## config.mk

```make
export PLATFORM = sky130hd
export DESIGN_NAME = mux_rr_sel_flat
export DESIGN_NICKNAME = d
export VERILOG_FILES = /design/src/rtl/mux_rr_sel_if.sv /design/src/rtl/mux_rr_sel.sv /design/src/flat_wrapper.sv
export SDC_FILE = /design/constraint.sdc
export NUM_CORES = 1
export LEC_CHECK = 0
export CORE_MARGIN = 2
export CORE_UTILIZATION = 41
export DETAILED_ROUTE_END_ITERATION = 6
export PLACE_DENSITY = 0.81
export REMOVE_ABC_BUFFERS = 1
export SETUP_SLACK_MARGIN = 0.1
export SLEW_MARGIN = 20
export SYNTH_ARGS = -nofsm -noshare
export SYNTH_HDL_FRONTEND = slang
export SYNTH_SLANG_ARGS = --single-unit
```

## constraint.sdc

```tcl
create_clock -name Clk -period 6.21 [get_ports Clk]
set_input_delay 1.242 -clock Clk [delete_from_list [all_inputs] [get_ports Clk]]
set_output_delay 1.242 -clock Clk [all_outputs]
set_load 0.02 [all_outputs]
```

## src/rtl/mux_rr_sel_if.sv

```systemverilog
// Handshake bundle for mux_rr_sel: N producer channels in, one registered consumer channel out.
interface mux_rr_sel_if #(
    parameter int unsigned WIDTH  = 32,
    parameter int unsigned NUM_IN = 5,
    parameter int unsigned SEL_W  = 3
);
    logic                    mode;
    logic [SEL_W-1:0]        sel;
    logic [NUM_IN*WIDTH-1:0] in_data;
    logic [NUM_IN-1:0]       in_valid;
    logic [NUM_IN-1:0]       in_ready;
    logic [WIDTH-1:0]        out_data;
    logic [SEL_W-1:0]        out_src;
    logic                    out_valid;
    logic                    out_ready;

    // Environment side: producers, consumer and mode/select control
    modport master (
        output mode, sel, in_data, in_valid, out_ready,
        input  in_ready, out_data, out_src, out_valid
    );

    // Selector side
    modport slave (
        input  mode, sel, in_data, in_valid, out_ready,
        output in_ready, out_data, out_src, out_valid
    );
endinterface

```

## src/rtl/mux_rr_sel.sv

```systemverilog
// Registered N-to-1 selector with valid/ready on every channel. Direct-select mode takes the
// channel from sel; round-robin mode searches from the channel after the last grant.
module mux_rr_sel #(
    parameter int unsigned WIDTH  = 32,
    parameter int unsigned NUM_IN = 5,
    parameter int unsigned SEL_W  = 3
) (
    input logic         Clk,
    input logic         Reset,
    mux_rr_sel_if.slave bus
);
    logic [SEL_W-1:0] ptr_q;
    logic [WIDTH-1:0] data_q;
    logic [SEL_W-1:0] src_q;
    logic             valid_q;

    logic             load;
    logic             gnt_any;
    logic [SEL_W-1:0] gnt_idx;
    logic [WIDTH-1:0] gnt_data;
    logic             xfer;

    // Output register can take a word when empty or being drained this cycle
    assign load = !valid_q || bus.out_ready;
    assign xfer = gnt_any && load && !Reset;

    // Grant decision: depends only on valids, mode, sel and ptr, never on in_data
    always_comb begin
        int unsigned cand;
        gnt_any = 1'b0;
        gnt_idx = '0;
        cand    = 0;
        if (!bus.mode) begin
            if ((32'(bus.sel) < NUM_IN) && bus.in_valid[bus.sel]) begin
                gnt_any = 1'b1;
                gnt_idx = bus.sel;
            end
        end else begin
            // ptr < NUM_IN and off <= NUM_IN, so one conditional subtract wraps the index
            for (int unsigned off = 1; off <= NUM_IN; off++) begin
                cand = 32'(ptr_q) + off;
                if (cand >= NUM_IN) begin
                    cand = cand - NUM_IN;
                end
                if (!gnt_any && bus.in_valid[cand[SEL_W-1:0]]) begin
                    gnt_any = 1'b1;
                    gnt_idx = cand[SEL_W-1:0];
                end
            end
        end
    end

    // Data path mux for the granted channel
    always_comb begin
        gnt_data = '0;
        for (int unsigned i = 0; i < NUM_IN; i++) begin
            if (32'(gnt_idx) == i) begin
                gnt_data = bus.in_data[i*WIDTH +: WIDTH];
            end
        end
    end

    // Accept strobe: one-hot on the granted channel, forced low in reset
    always_comb begin
        bus.in_ready = '0;
        if (xfer) begin
            bus.in_ready[gnt_idx] = 1'b1;
        end
    end

    // Output register and round-robin pointer
    always_ff @(posedge Clk) begin
        if (Reset) begin
            data_q  <= '0;
            src_q   <= '0;
            valid_q <= 1'b0;
            ptr_q   <= SEL_W'(NUM_IN - 1);
        end else if (xfer) begin
            data_q  <= gnt_data;
            src_q   <= gnt_idx;
            valid_q <= 1'b1;
            ptr_q   <= gnt_idx;
        end else if (bus.out_ready) begin
            valid_q <= 1'b0;
        end
    end

    assign bus.out_data  = data_q;
    assign bus.out_src   = src_q;
    assign bus.out_valid = valid_q;
endmodule

```

## src/flat_wrapper.sv

```systemverilog
// flat-port wrapper written by rule: the top's interface ports become plain ports
module mux_rr_sel_flat 
#(
    parameter int unsigned WIDTH  = 32,
    parameter int unsigned NUM_IN = 5,
    parameter int unsigned SEL_W  = 3
)
  (Clk, Reset, bus_mode, bus_sel, bus_in_data, bus_in_valid, bus_out_ready, bus_in_ready, bus_out_data, bus_out_src, bus_out_valid);
  mux_rr_sel_if #(.WIDTH(WIDTH), .NUM_IN(NUM_IN), .SEL_W(SEL_W)) bus_i ();
  input logic Clk;
  input logic Reset;
  input wire logic [$bits(bus_i.mode)-1:0] bus_mode;
  input wire logic [$bits(bus_i.sel)-1:0] bus_sel;
  input wire logic [$bits(bus_i.in_data)-1:0] bus_in_data;
  input wire logic [$bits(bus_i.in_valid)-1:0] bus_in_valid;
  input wire logic [$bits(bus_i.out_ready)-1:0] bus_out_ready;
  output wire logic [$bits(bus_i.in_ready)-1:0] bus_in_ready;
  output wire logic [$bits(bus_i.out_data)-1:0] bus_out_data;
  output wire logic [$bits(bus_i.out_src)-1:0] bus_out_src;
  output wire logic [$bits(bus_i.out_valid)-1:0] bus_out_valid;
  assign bus_i.mode = bus_mode;
  assign bus_i.sel = bus_sel;
  assign bus_i.in_data = bus_in_data;
  assign bus_i.in_valid = bus_in_valid;
  assign bus_i.out_ready = bus_out_ready;
  assign bus_in_ready = bus_i.in_ready;
  assign bus_out_data = bus_i.out_data;
  assign bus_out_src = bus_i.out_src;
  assign bus_out_valid = bus_i.out_valid;
  mux_rr_sel #(.WIDTH(WIDTH), .NUM_IN(NUM_IN), .SEL_W(SEL_W)) u_core (.Clk(Clk), .Reset(Reset), .bus(bus_i));
endmodule
```

After elaboration in Yosys (flattened, before gate mapping)
Cells that the tools add are included.

Input bits: 172. Output and inout port bits: 41. Register bits: 39. Word-level logic and storage cells: 99.

Muxes and demuxes: 50. $lt $le $gt $ge: 14. Equality and inequality tests: 4. Reduce and logical (&&, ||, !) cells: 17. Add/subtract/negate cells: 10.

Operators with widths (count): $mux W32 (5); $mux W3 (17); $lt A3 B4 Y1 const B (7); $ge A4 B3 Y1 const B (5); $mux W1 (20); $bmux W1 S3 (6); $sub A3 B3 Y3 const B (5); $add A3 B2 Y4 const B (2); $add A3 B3 Y4 const B (2); $logic_and A1 B1 Y1 (8); $eq A3 B2 Y1 const B (2); $logic_not A1 Y1 (6); $mux W5 (1); $add A3 B1 Y4 const B (1); $demux W1 S3 (1); $eq A3 B1 Y1 const B (1); $eq A3 B3 Y1 const B (1); $ge A3 B1 Y1 const B (1); $logic_not A3 Y1 (1); $lt A3 B3 Y1 const B (1); $reduce_bool A2 Y1 (1); $logic_or A1 B1 Y1 (1).

Longest topological paths before layout
Gate-level depths: netlist of the first run.

Word-level depth: 30. Mapped depth: 18. Mapped depth without buffers: 14.

Worst setup path after synthesis of the first run
No wires, ideal clock.

Path kind: reg2out. Start: register u_core.bus.out_src[0] (netlist name). End: output port bus_in_ready[0]. Setup slack: 622 ps. Arrival: 4346 ps. Required time: 4968 ps. Stages on the path, launching flop included: 17. Path through: dfxtp_1 -> buf_6 -> buf_2 -> inv_1 -> ha_1 -> ha_1 -> buf_4 -> a221oi_4 -> mux4_2 -> a221oi_2 -> and4_4 -> and4_1 -> a211o_1 -> buf_6 -> nand2_4 -> buf_2 -> nor4_1.

RTL lines: to (decl) (RTL line flat_wrapper.sv:17) `output wire logic [$bits(bus_i.in_ready)-1:0] bus_in_ready;`.

Worst setup path after layout of the first run
Start: input port bus_in_valid[3]. End: output port bus_in_ready[0].

Word-level cells in the longest chain between the ends: 25. Elaborated cells on any way between the ends: 47.

Ends and longest elaborated chain: from (decl) (RTL line flat_wrapper.sv:15) `input wire logic [$bits(bus_i.in_valid)-1:0] bus_in_valid;`; $bmux W1 S3 (RTL line mux_rr_sel.sv:45) `if (!gnt_any && bus.in_valid[cand[SEL_W-1:0]]) begin`; $mux W1 (not written as such) (RTL line mux_rr_sel.sv:45); $mux W1 (RTL line mux_rr_sel.sv:45); $mux W1 (RTL line mux_rr_sel.sv:33) `if (!bus.mode) begin`; $logic_not A1 Y1 (RTL line mux_rr_sel.sv:45); $logic_and A1 B1 Y1 (RTL line mux_rr_sel.sv:45); $mux W1 (RTL line mux_rr_sel.sv:45); $mux W1 (RTL line mux_rr_sel.sv:33); [9 not listed]; $logic_and A1 B1 Y1 (RTL line mux_rr_sel.sv:45); $mux W3 (RTL line mux_rr_sel.sv:45); $mux W3 (RTL line mux_rr_sel.sv:33); $lt A3 B4 Y1 (not written as such) or $ge A3 B1 Y1 (tied branches) (RTL line mux_rr_sel.sv:67) `bus.in_ready[gnt_idx] = 1'b1;`; $logic_and A1 B1 Y1 (not written as such) (RTL line mux_rr_sel.sv:67); $mux W1 (not written as such) (RTL line mux_rr_sel.sv:67); $demux W1 S3; $mux W5 (*) (RTL line mux_rr_sel.sv:66) `if (xfer) begin`.

Every way passes the cells marked *; elsewhere a longest branch is shown, timed or not. The select of a mux whose other input is x is not followed.

==> results of run 1 <==
-- worst paths after layout --
path                                from                 endpoint  slack (ns)  cells after the start
setup / recovery         bus_in_valid[3]          bus_in_ready[0]        0.29                     11
hold / removal    u_core.bus.out_data[0]   u_core.bus.out_data[0]        0.50                      2
setup reg to reg   u_core.bus.out_src[1]  u_core.bus.out_data[11]        1.87                     13
hold reg to reg   u_core.bus.out_data[0]   u_core.bus.out_data[0]        0.50                      2
-- registers in the layout, summed over array words and instances (netlist names) --
signal,cells
u_core.bus.out_data,32
u_core.bus.out_src,3
u_core.bus.out_valid,1
u_core.ptr_q,1
-- cell usage in the layout, fill, tap and decap left out, types with 4 or more instances in the layout --
master | netlist | routed
clkdlybuf4s50_1 | 0 | 212
nand3_1 | 57 | 57
a21oi_1 | 45 | 45
nand2_1 | 43 | 43
o21ai_0 | 43 | 43
dfxtp_1 | 37 | 37
a211o_1 | 36 | 36
nor2_1 | 30 | 30
buf_4 | 4 | 24
a21o_1 | 21 | 21
a31oi_1 | 20 | 20
o21bai_1 | 19 | 19
a311oi_1 | 16 | 16
mux2_2 | 15 | 15
inv_1 | 10 | 10
ha_1 | 10 | 10
mux2i_1 | 9 | 9
nor3_1 | 9 | 9
nand2b_1 | 9 | 9
a211oi_1 | 8 | 8
nor2b_1 | 7 | 7
clkbuf_8 | 0 | 6
and2_1 | 4 | 4
nor4_1 | 4 | 4
-- area by class of cell --
| type | instances | area (um^2) |
|---|---|---|
| Clock inverter | 2 | 13.76 |
| Multi-Input combinational cell | 462 | 3142 |
| Clock buffer | 6 | 82.58 |
| Sequential cell | 37 | 740.7 |
| Inverter | 11 | 41.29 |
| Timing Repair Buffer | 236 | 2302 |
| Tap cell | 136 | 170.2 |
| Fill cell | 870 | 3646 |
-- metrics by stage --
| stage | total power [mW] | hold slack (ns) | area [um^2] | std cells | setup slack, ns |
|---|---|---|---|---|---|
| finish | 1.970 | 0.5006 | 6492 | 890 | 0.2949 |
| global route | 2.101 | 0.5468 | 6492 | 890 | 0.1017 |
| CTS | 1.960 | 0.5036 | 6492 | 890 | 0.3168 |
| detailed placement | 1.768 | 0.4940 | 6396 | 882 | 0.3206 |
| global placement | 1.749 | 0.4833 | 6396 | 882 | 0.3597 |
| floorplan | 1.261 | 0.5639 | 3916 | 510 | -2.186 |
-- critical path: cells and delay by family --
kind | cells | cell delay, ns
buffers and inverters | 2 | 1.30
AO/OA/AOI/OAI | 3 | 0.53
multiplexers | 1 | 0.52
AND/OR/NAND/NOR | 5 | 1.08
-- metal layers --
| layer | track usage | routed length, um | vias to the layer above |
|---|---|---|---|
| met5 | 0 | 0 | - |
| met2 | 0.5157 | 8122 | 294 |
| met3 | 0.07236 | 1542 | 51 |
| li1 | - | - | 2528 |
| met1 | 0.3234 | 6488 | 2450 |
| met4 | 0.1257 | 614 | 0 |
-- logic make-up after synthesis --
| logic type | Yosys count | share of synthesized area |
|---|---|---|
| multiplexers | 28 | 0.08007 |
| buffers and inverters | 71 | 0.08155 |
| adder cells (fa/ha/maj) | 11 | 0.03440 |
| AND/OR/NAND/NOR | 182 | 0.2180 |
| AO/OA/AOI/OAI | 238 | 0.4042 |
| XOR/XNOR | 3 | 0.006229 |
| flip-flops | 37 | 0.1756 |
-- where the power goes --
part | switching (mW) | internal [mW] | total (mW)
sequential | 0.0248 | 0.283 | 0.308
clock | 0.0955 | 0.0901 | 0.186
combinational | 0.812 | 0.664 | 1.48
==> impl_metrics.tcl, run 1 <==
set metrics [dict create \
    outcome "completed" \
    synth-main-ff-cell "dfxtp_1" \
    leakagePower_nw 2.499 \
    netlist_top_cells_count "nand3_1, a21oi_1, nand2_1, o21ai_0, dfxtp_1" \
    dr.pass1.iters 5 \
    end_kind "output pin" \
    die_y_um 105.4 \
    synth.avg_cell_area_um2 7.402 \
    grt_pass1_wl_um 26270 \
    start_util 0.4161 \
    final_core_util 0.6404 \
    io_buffers 212 \
    yosys.area.top_type "dfxtp_1" \
    io_pins 213 \
    vias_per_cell 5.981 \
    cts_buffers 5 \
    netlist_area_um2 4219 \
    grt_pass1_vias 5378 \
    ys_seq_area_frac 0.1756 \
    cp_common_cell "clkdlybuf4s50_1" \
    crit_required_ns 4.97 \
    fin_skew_ns 0.009014 \
    die-area_um2 11120 \
    yosys_warnings 0 \
    cts_tree "done" \
    htree_levels 2 \
    synthCells 570 \
    cts_buffer_depth 2 \
    power.density_nw_per_um2 303.4 \
    clk_root_buffer_cell "clkbuf_8" \
    synth-seq-cells 37 \
    path_max_fanout 12 \
    drc 0 \
    place.gp.congestion 1.025 \
    rsz0062_at_grt "false" \
    via_count 5323 \
    ir_worst_vdd_mv 0.1772 \
    synth_edf_count 0 \
    critPathMaxStageDelay_ns 0.68 \
    relSlewSlack 0.2650 \
    path_cells "clkdlybuf4s50_1 > mux4_2 > nand2b_1 > o31ai_2 > a311oi_1 > and4_4 > and4_1 > a211o_1 > nand2_4 > nor4_1 > clkdlybuf4s50_1" \
    core_um2 10140 \
    ant_nets 0 \
    synth.distinct_cells 66 \
    criticalPathCategory "in2out" \
    clkSinkCount 37 \
    maxCapViolations 0 \
    clkLatencyLatePin_ns 0.30 \
    syn_to_final_growth_pct 53.89 \
    period_minus_slack_ns 5.915 \
    synth.area.top_cells "dfxtp_1, a211o_1, nand3_1, a21oi_1, o21ai_0" \
    dr.first_iter.drc_count 368 \
    yosysMostFrequentCell "nand3_1" \
    critical-path-slowest-cell "clkdlybuf4s50_1" \
    hold_violations 0 \
    cts_resized 0 \
    synth-async-reset-ratio 0 \
    hold_buffers 0 \
    finalMaxSlewViolations 0 \
    crit_arrival_ns 4.67 \
    antenna_found_initial 0 \
    startpoint_type "input port" \
    final_nets 936 \
    fin_tns_setup_ns 0 \
    setup_viol 0 \
    cts.clk_slew.worst_paths_ns 0.07 \
    wire_per_inst_um 18.84 \
    wl_um 16770 \
    cts_setup_buffers 0 \
    dp_hpwl_um 12850 \
    period_share 0.9525 \
    grt_max_degree 38 \
    worst_pin_slew_ns 1.102 \
    timing.fmax_mhz 169.1 \
    num_antenna_cells 0 \
    rows 37 \
    groute.usage.overall 0.2890 \
    dieWidth_um 105.4 \
    drive_gt1_frac 0.09019 \
    overflow 0 \
    yosys.area.top_type_share 0.1756 \
    hp-class "reg2reg" \
]
Power figures use the tool's default switching activity.
==> inputs of run 2 (changes only) <==
CORE_MARGIN = 1.5   (was 2)
==> impl_metrics.tcl, run 2 (synthesis gave the netlist of run 1 again) <==
set metrics [dict create \
    overflow 0 \
    power_frac_seq 0.151 \
    drc 0 \
    crit_arrival_ns 4.61 \
    io_buffers 212 \
    grt_pass1_wl_um 25510 \
    end_kind "output pin" \
    clkLatencyLatePin_ns 0.29 \
    cts_tree "done" \
    criticalPathCategory "reg2out" \
    dr.first_iter.drc_count 376 \
    wire_per_inst_um 18.36 \
    io_pins 213 \
    clkSinkCount 37 \
    dpl_cell_area_um2 6400 \
    final.fill_count 865 \
    outcome "completed" \
    via_count 5221 \
    min_to "u_core.bus.out_data[6]" \
    startpoint_type "flip-flop" \
    switching_share 0.4630 \
    die-area_um2 10910 \
    layout_common_cells "clkdlybuf4s50_1, nand3_1, a21oi_1, nand2_1, o21ai_0" \
    power.density_nw_per_um2 308.5 \
    path_max_fanout 21 \
    fin_skew_ns 0.008660 \
    p_switching_uw 933.2 \
    relSlewSlack 0.5690 \
    intPower_mw 1.082 \
    period_minus_slack_ns 5.848 \
    core_um2 9864 \
    holdCritStartpoint "u_core.bus.out_data[6]" \
    num_antenna_cells 0 \
    htree_levels 2 \
    maxCapViolations 0 \
    multi_input_area_um2 3143 \
    start_util 0.4277 \
    place.gp.congestion 0.9424 \
    final-seq-area_um2 740.7 \
    hold_violations 0 \
    stdcell_area_um2 6534 \
    dpl.cell_count 880 \
    dp_hpwl_um 12210 \
    final_core_util 0.6624 \
    cts_buffers 5 \
    worst_pin_slew_ns 0.6396 \
    crit_required_ns 4.97 \
    wl_um 16320 \
    largest_register_ffs 32 \
    combPwrFrac 0.735 \
    clk_root_buffer_cell "clkbuf_8" \
    rsz0062_at_grt "false" \
    dr.pass1.iters 5 \
    groute.usage.overall 0.2845 \
    cts_buffer_depth 2 \
    rows 36 \
    ir_worst_vdd_mv 0.2185 \
    grt_pass1_vias 5188 \
    pwr-share-clk 0.114 \
    die_y_um 104.4 \
    ant_nets 0 \
    grt_max_degree 55 \
    final_nets 938 \
    antenna_found_initial 0 \
    vias_per_cell 5.873 \
    final_common_cell "clkdlybuf4s50_1" \
    dieWidth_um 104.4 \
    period_share 0.9417 \
    syn_to_final_growth_pct 54.86 \
    r2r_cells 14 \
    r2r_start "u_core.bus.out_src[0]" \
    reg2reg_slack_ns 1.87 \
    finalPower_mw 2.016 \
    timing.fmax_mhz 171.0 \
    setup_viol 0 \
    hp-class "reg2reg" \
    final_cell_count_no_fill 889 \
    finalMaxSlewViolations 0 \
    drive_gt1_frac 0.09392 \
    leakagePower_nw 2.549 \
    cts.clk_slew.worst_paths_ns 0.09 \
    holdPathStages 2 \
    r2r_end "u_core.bus.out_data[2]" \
]
run 2: cell types whose count changed in the layout (fill, tap and decap cells not counted), sizes merged:
cell | previous run | this run
bufinv | 0 | 1
buf | 24 | 26
dlymetal6s2s | 0 | 2
clkdlybuf4s50 | 212 | 210
clkinvlp | 0 | 1
clkinv | 3 | 1
run 2: how the worst max path moves through the flow:
stage                                startpoint         endpoint  slack [ns]  cells past startpoint
after CTS                 u_core.bus.out_src[0]  bus_in_ready[1]        0.21                     14
after global routing      u_core.bus.out_src[0]  bus_in_ready[3]        0.13                     14
after detailed placement        bus_in_valid[0]  bus_in_ready[1]        0.31                     12
after global placement          bus_in_valid[0]  bus_in_ready[1]        0.42                     12
final                     u_core.bus.out_src[0]  bus_in_ready[3]        0.36                     14
after floorplan                      bus_sel[1]  bus_in_ready[1]       -2.19                      2
run 2: per-stage QoR:
stage	setup WS, ns	hold WS, ns	TNS [ns]
after floorplan	-2.186	0.5639	-32.04
after global placement	0.4158	0.4868	0
after detailed placement	0.3063	0.4924	0
after CTS	0.2109	0.5040	0
after global routing	0.1318	0.5269	0
final	0.3619	0.5068	0
run 2: power groups by stage:
stage	Combinational, mW	Clock (mW)	Sequential (mW)
2_1_floorplan	0.881	0	0.380
5_1_grt	1.59	0.245	0.311
3_3_place_gp	1.45	0	0.309
3_5_place_dp	1.46	0	0.311
4_1_cts	1.46	0.235	0.305
6_report	1.48	0.230	0.305
run 2: timing repair:
item,in CTS,in global routing
setup buffers,0,1
resized for setup,0,2
setup endpoints to repair,0,2
hold buffers,0,0
run 2: layer usage:
layer / vias up / GRT usage / wire (um)
met2: 238 / 0.5150 / 8198
met3: 26 / 0.05764 / 1176
met5: - / 0 / 0
li1: 2517 / - / -
met4: 0 / 0.08730 / 339
met1: 2440 / 0.3341 / 6610
run 2: cell type report:
type | count | area share
clock buffers | 6 | 0.01264
flip-flops and latches | 37 | 0.1134
well taps | 133 | 0.02547
multi-input cells | 462 | 0.4810
repair buffers | 238 | 0.3554
clock inverters | 2 | 0.005745
inverters | 11 | 0.006319
run 2: worst max-delay path, cell delays in order, from the launching register on:
cell	delay, ns
dfxtp_1	0.31
buf_4	0.18
inv_1	0.17
ha_1	0.24
ha_1	0.34
a221oi_4	0.37
mux4_2	0.60
a221oi_2	0.30
and4_4	0.30
o21ai_1	0.13
a211o_1	0.33
nand2_4	0.22
nand2_1	0.11
nor2_1	0.10
clkdlybuf4s50_1	0.60
==> inputs of run 3 (changes only) <==
SLEW_MARGIN = unset   (was 20)
==> impl_metrics.tcl, run 3 (synthesis gave the netlist of run 1 again) <==
set metrics [dict create \
    leakagePower_nw 2.549 \
    reg2reg_slack_ns 1.87 \
    io_buffers 212 \
    die-area_um2 10910 \
    grt_pass1_vias 5188 \
    fin_skew_ns 0.008660 \
    cts.clk_slew.worst_paths_ns 0.09 \
    path_cells "buf_4 > inv_1 > ha_1 > ha_1 > a221oi_4 > mux4_2 > a221oi_2 > and4_4 > o21ai_1 > a211o_1 > nand2_4 > nand2_1 > nor2_1 > clkdlybuf4s50_1" \
    cts_buffers 5 \
    die_y_um 104.4 \
    power.density_nw_per_um2 308.5 \
    finalPower_mw 2.015 \
    grt_pass1_wl_um 25510 \
    dr.first_iter.drc_count 379 \
    r2r_end "u_core.bus.out_data[2]" \
    r2r_cells 14 \
    largest_register_ffs 32 \
    crit_required_ns 4.97 \
    relSlewSlack 0.1904 \
    setup_viol 0 \
    worst_pin_slew_ns 1.214 \
    groute.usage.overall 0.2845 \
    clkLatencyLatePin_ns 0.29 \
    vias_per_cell 5.877 \
    hold_violations 0 \
    ant_nets 0 \
    wire_per_inst_um 18.36 \
    clkSinkCount 37 \
    grt_max_degree 55 \
    htree_levels 2 \
    hold_buffers 0 \
    dp_hpwl_um 12210 \
    start_util 0.4277 \
    core_um2 9864 \
    holdPathStages 2 \
    period_share 0.9417 \
    end_kind "output pin" \
    rsz0062_at_grt "false" \
    cp_common_cell "ha_1" \
    drive_gt1_frac 0.09259 \
    finalMaxSlewViolations 0 \
    outcome "completed" \
    drc 0 \
    overflow 0 \
    hp-class "reg2reg" \
    startpoint_type "flip-flop" \
    dpl.cell_count 880 \
    final_common_cell "clkdlybuf4s50_1" \
    ir_worst_vdd_mv 0.2186 \
    holdCritStartpoint "u_core.bus.out_data[6]" \
    via_count 5225 \
    timing.fmax_mhz 171.0 \
    min_to "u_core.bus.out_data[6]" \
    syn_to_final_growth_pct 54.83 \
    layout_common_cells "clkdlybuf4s50_1, nand3_1, a21oi_1, nand2_1, o21ai_0" \
    dr.pass1.iters 5 \
    path_max_fanout 21 \
    place.gp.congestion 0.9424 \
    io_pins 213 \
    num_antenna_cells 0 \
    critPathTopFamily "compound AO/OA/AOI/OAI gates" \
    crit_arrival_ns 4.61 \
    hold-worst-slack_ns 0.5068 \
    critPathMaxStageDelay_ns 0.60 \
    dieWidth_um 104.4 \
    r2r_start "u_core.bus.out_src[0]" \
    crit_buf_inv 3 \
    final_nets 938 \
    antenna_found_initial 0 \
    clk_root_buffer_cell "clkbuf_8" \
    period_minus_slack_ns 5.848 \
    cts_tree "done" \
    rows 36 \
    maxCapViolations 0 \
    criticalPathCategory "reg2out" \
    critical-path-slowest-cell "mux4_2" \
    wl_um 16320 \
    crit_cells 14 \
    cts_buffer_depth 2 \
    final_cell_count_no_fill 889 \
]
## run 3: cell counts in the layout (fill, tap and decap cells not counted)
No cell type changed its count.
## run 3: worst min-delay path: stages (launching register included)
cell and delay, ns:
dfxtp_1 0.32, nor2_1 0.09, a311oi_1 0.05
## run 3: worst max-delay path by stage
| stage | end | from |
|---|---|---|
| floorplan | bus_in_ready[1] | bus_sel[1] |
| global placement | bus_in_ready[1] | bus_in_valid[0] |
| detailed placement | bus_in_ready[1] | bus_in_valid[0] |
| CTS | bus_in_ready[1] | u_core.bus.out_src[0] |
| global route | bus_in_ready[3] | u_core.bus.out_src[0] |
| finish | bus_in_ready[3] | u_core.bus.out_src[0] |
## run 3: power by group
group          internal [mW]  total (mW)  switching (mW)
clock network          0.131       0.230          0.0989
logic                  0.668        1.48           0.812
registers              0.283       0.305          0.0222
total                   1.08        2.02           0.933
## run 3: final cells by class
class	count	area [um^2]
tap	133	166.4
clock inverter	2	37.54
multi-input combinational	462	3142
sequential	37	740.7
timing repair buffer	238	2322
fill	866	3332
clock buffer	6	82.58
inverter	11	41.29
## run 3: repair_timing
item | in CTS | in global routing
endpoints found under the hold margin | 0 | 0
setup buffers | 0 | 1
gates resized for setup | 0 | 2
endpoints found under the setup margin | 0 | 2
## run 3: per-stage QoR
step	utilization	TNS (ns)	area (um^2)	worst slack, ns
6_report	0.6622	0	6533	0.3619
5_1_grt	0.6622	0	6533	0.1318
4_1_cts	0.6610	0	6520	0.2109
3_5_place_dp	0.6488	0	6400	0.3063
3_3_place_gp	0.6488	0	6400	0.4158
2_1_floorplan	-	-32.04	3916	-2.186
## run 3: layer usage
metal  share of wire  routed length (um)  GRT usage  up-vias
met5               0                   0          0        -
li1                -                   -          -     2519
met2            0.50                8182     0.5150      241
met4           0.021                 339    0.08730        0
met3           0.074                1205    0.05764       26
met1            0.40                6593     0.3341     2439
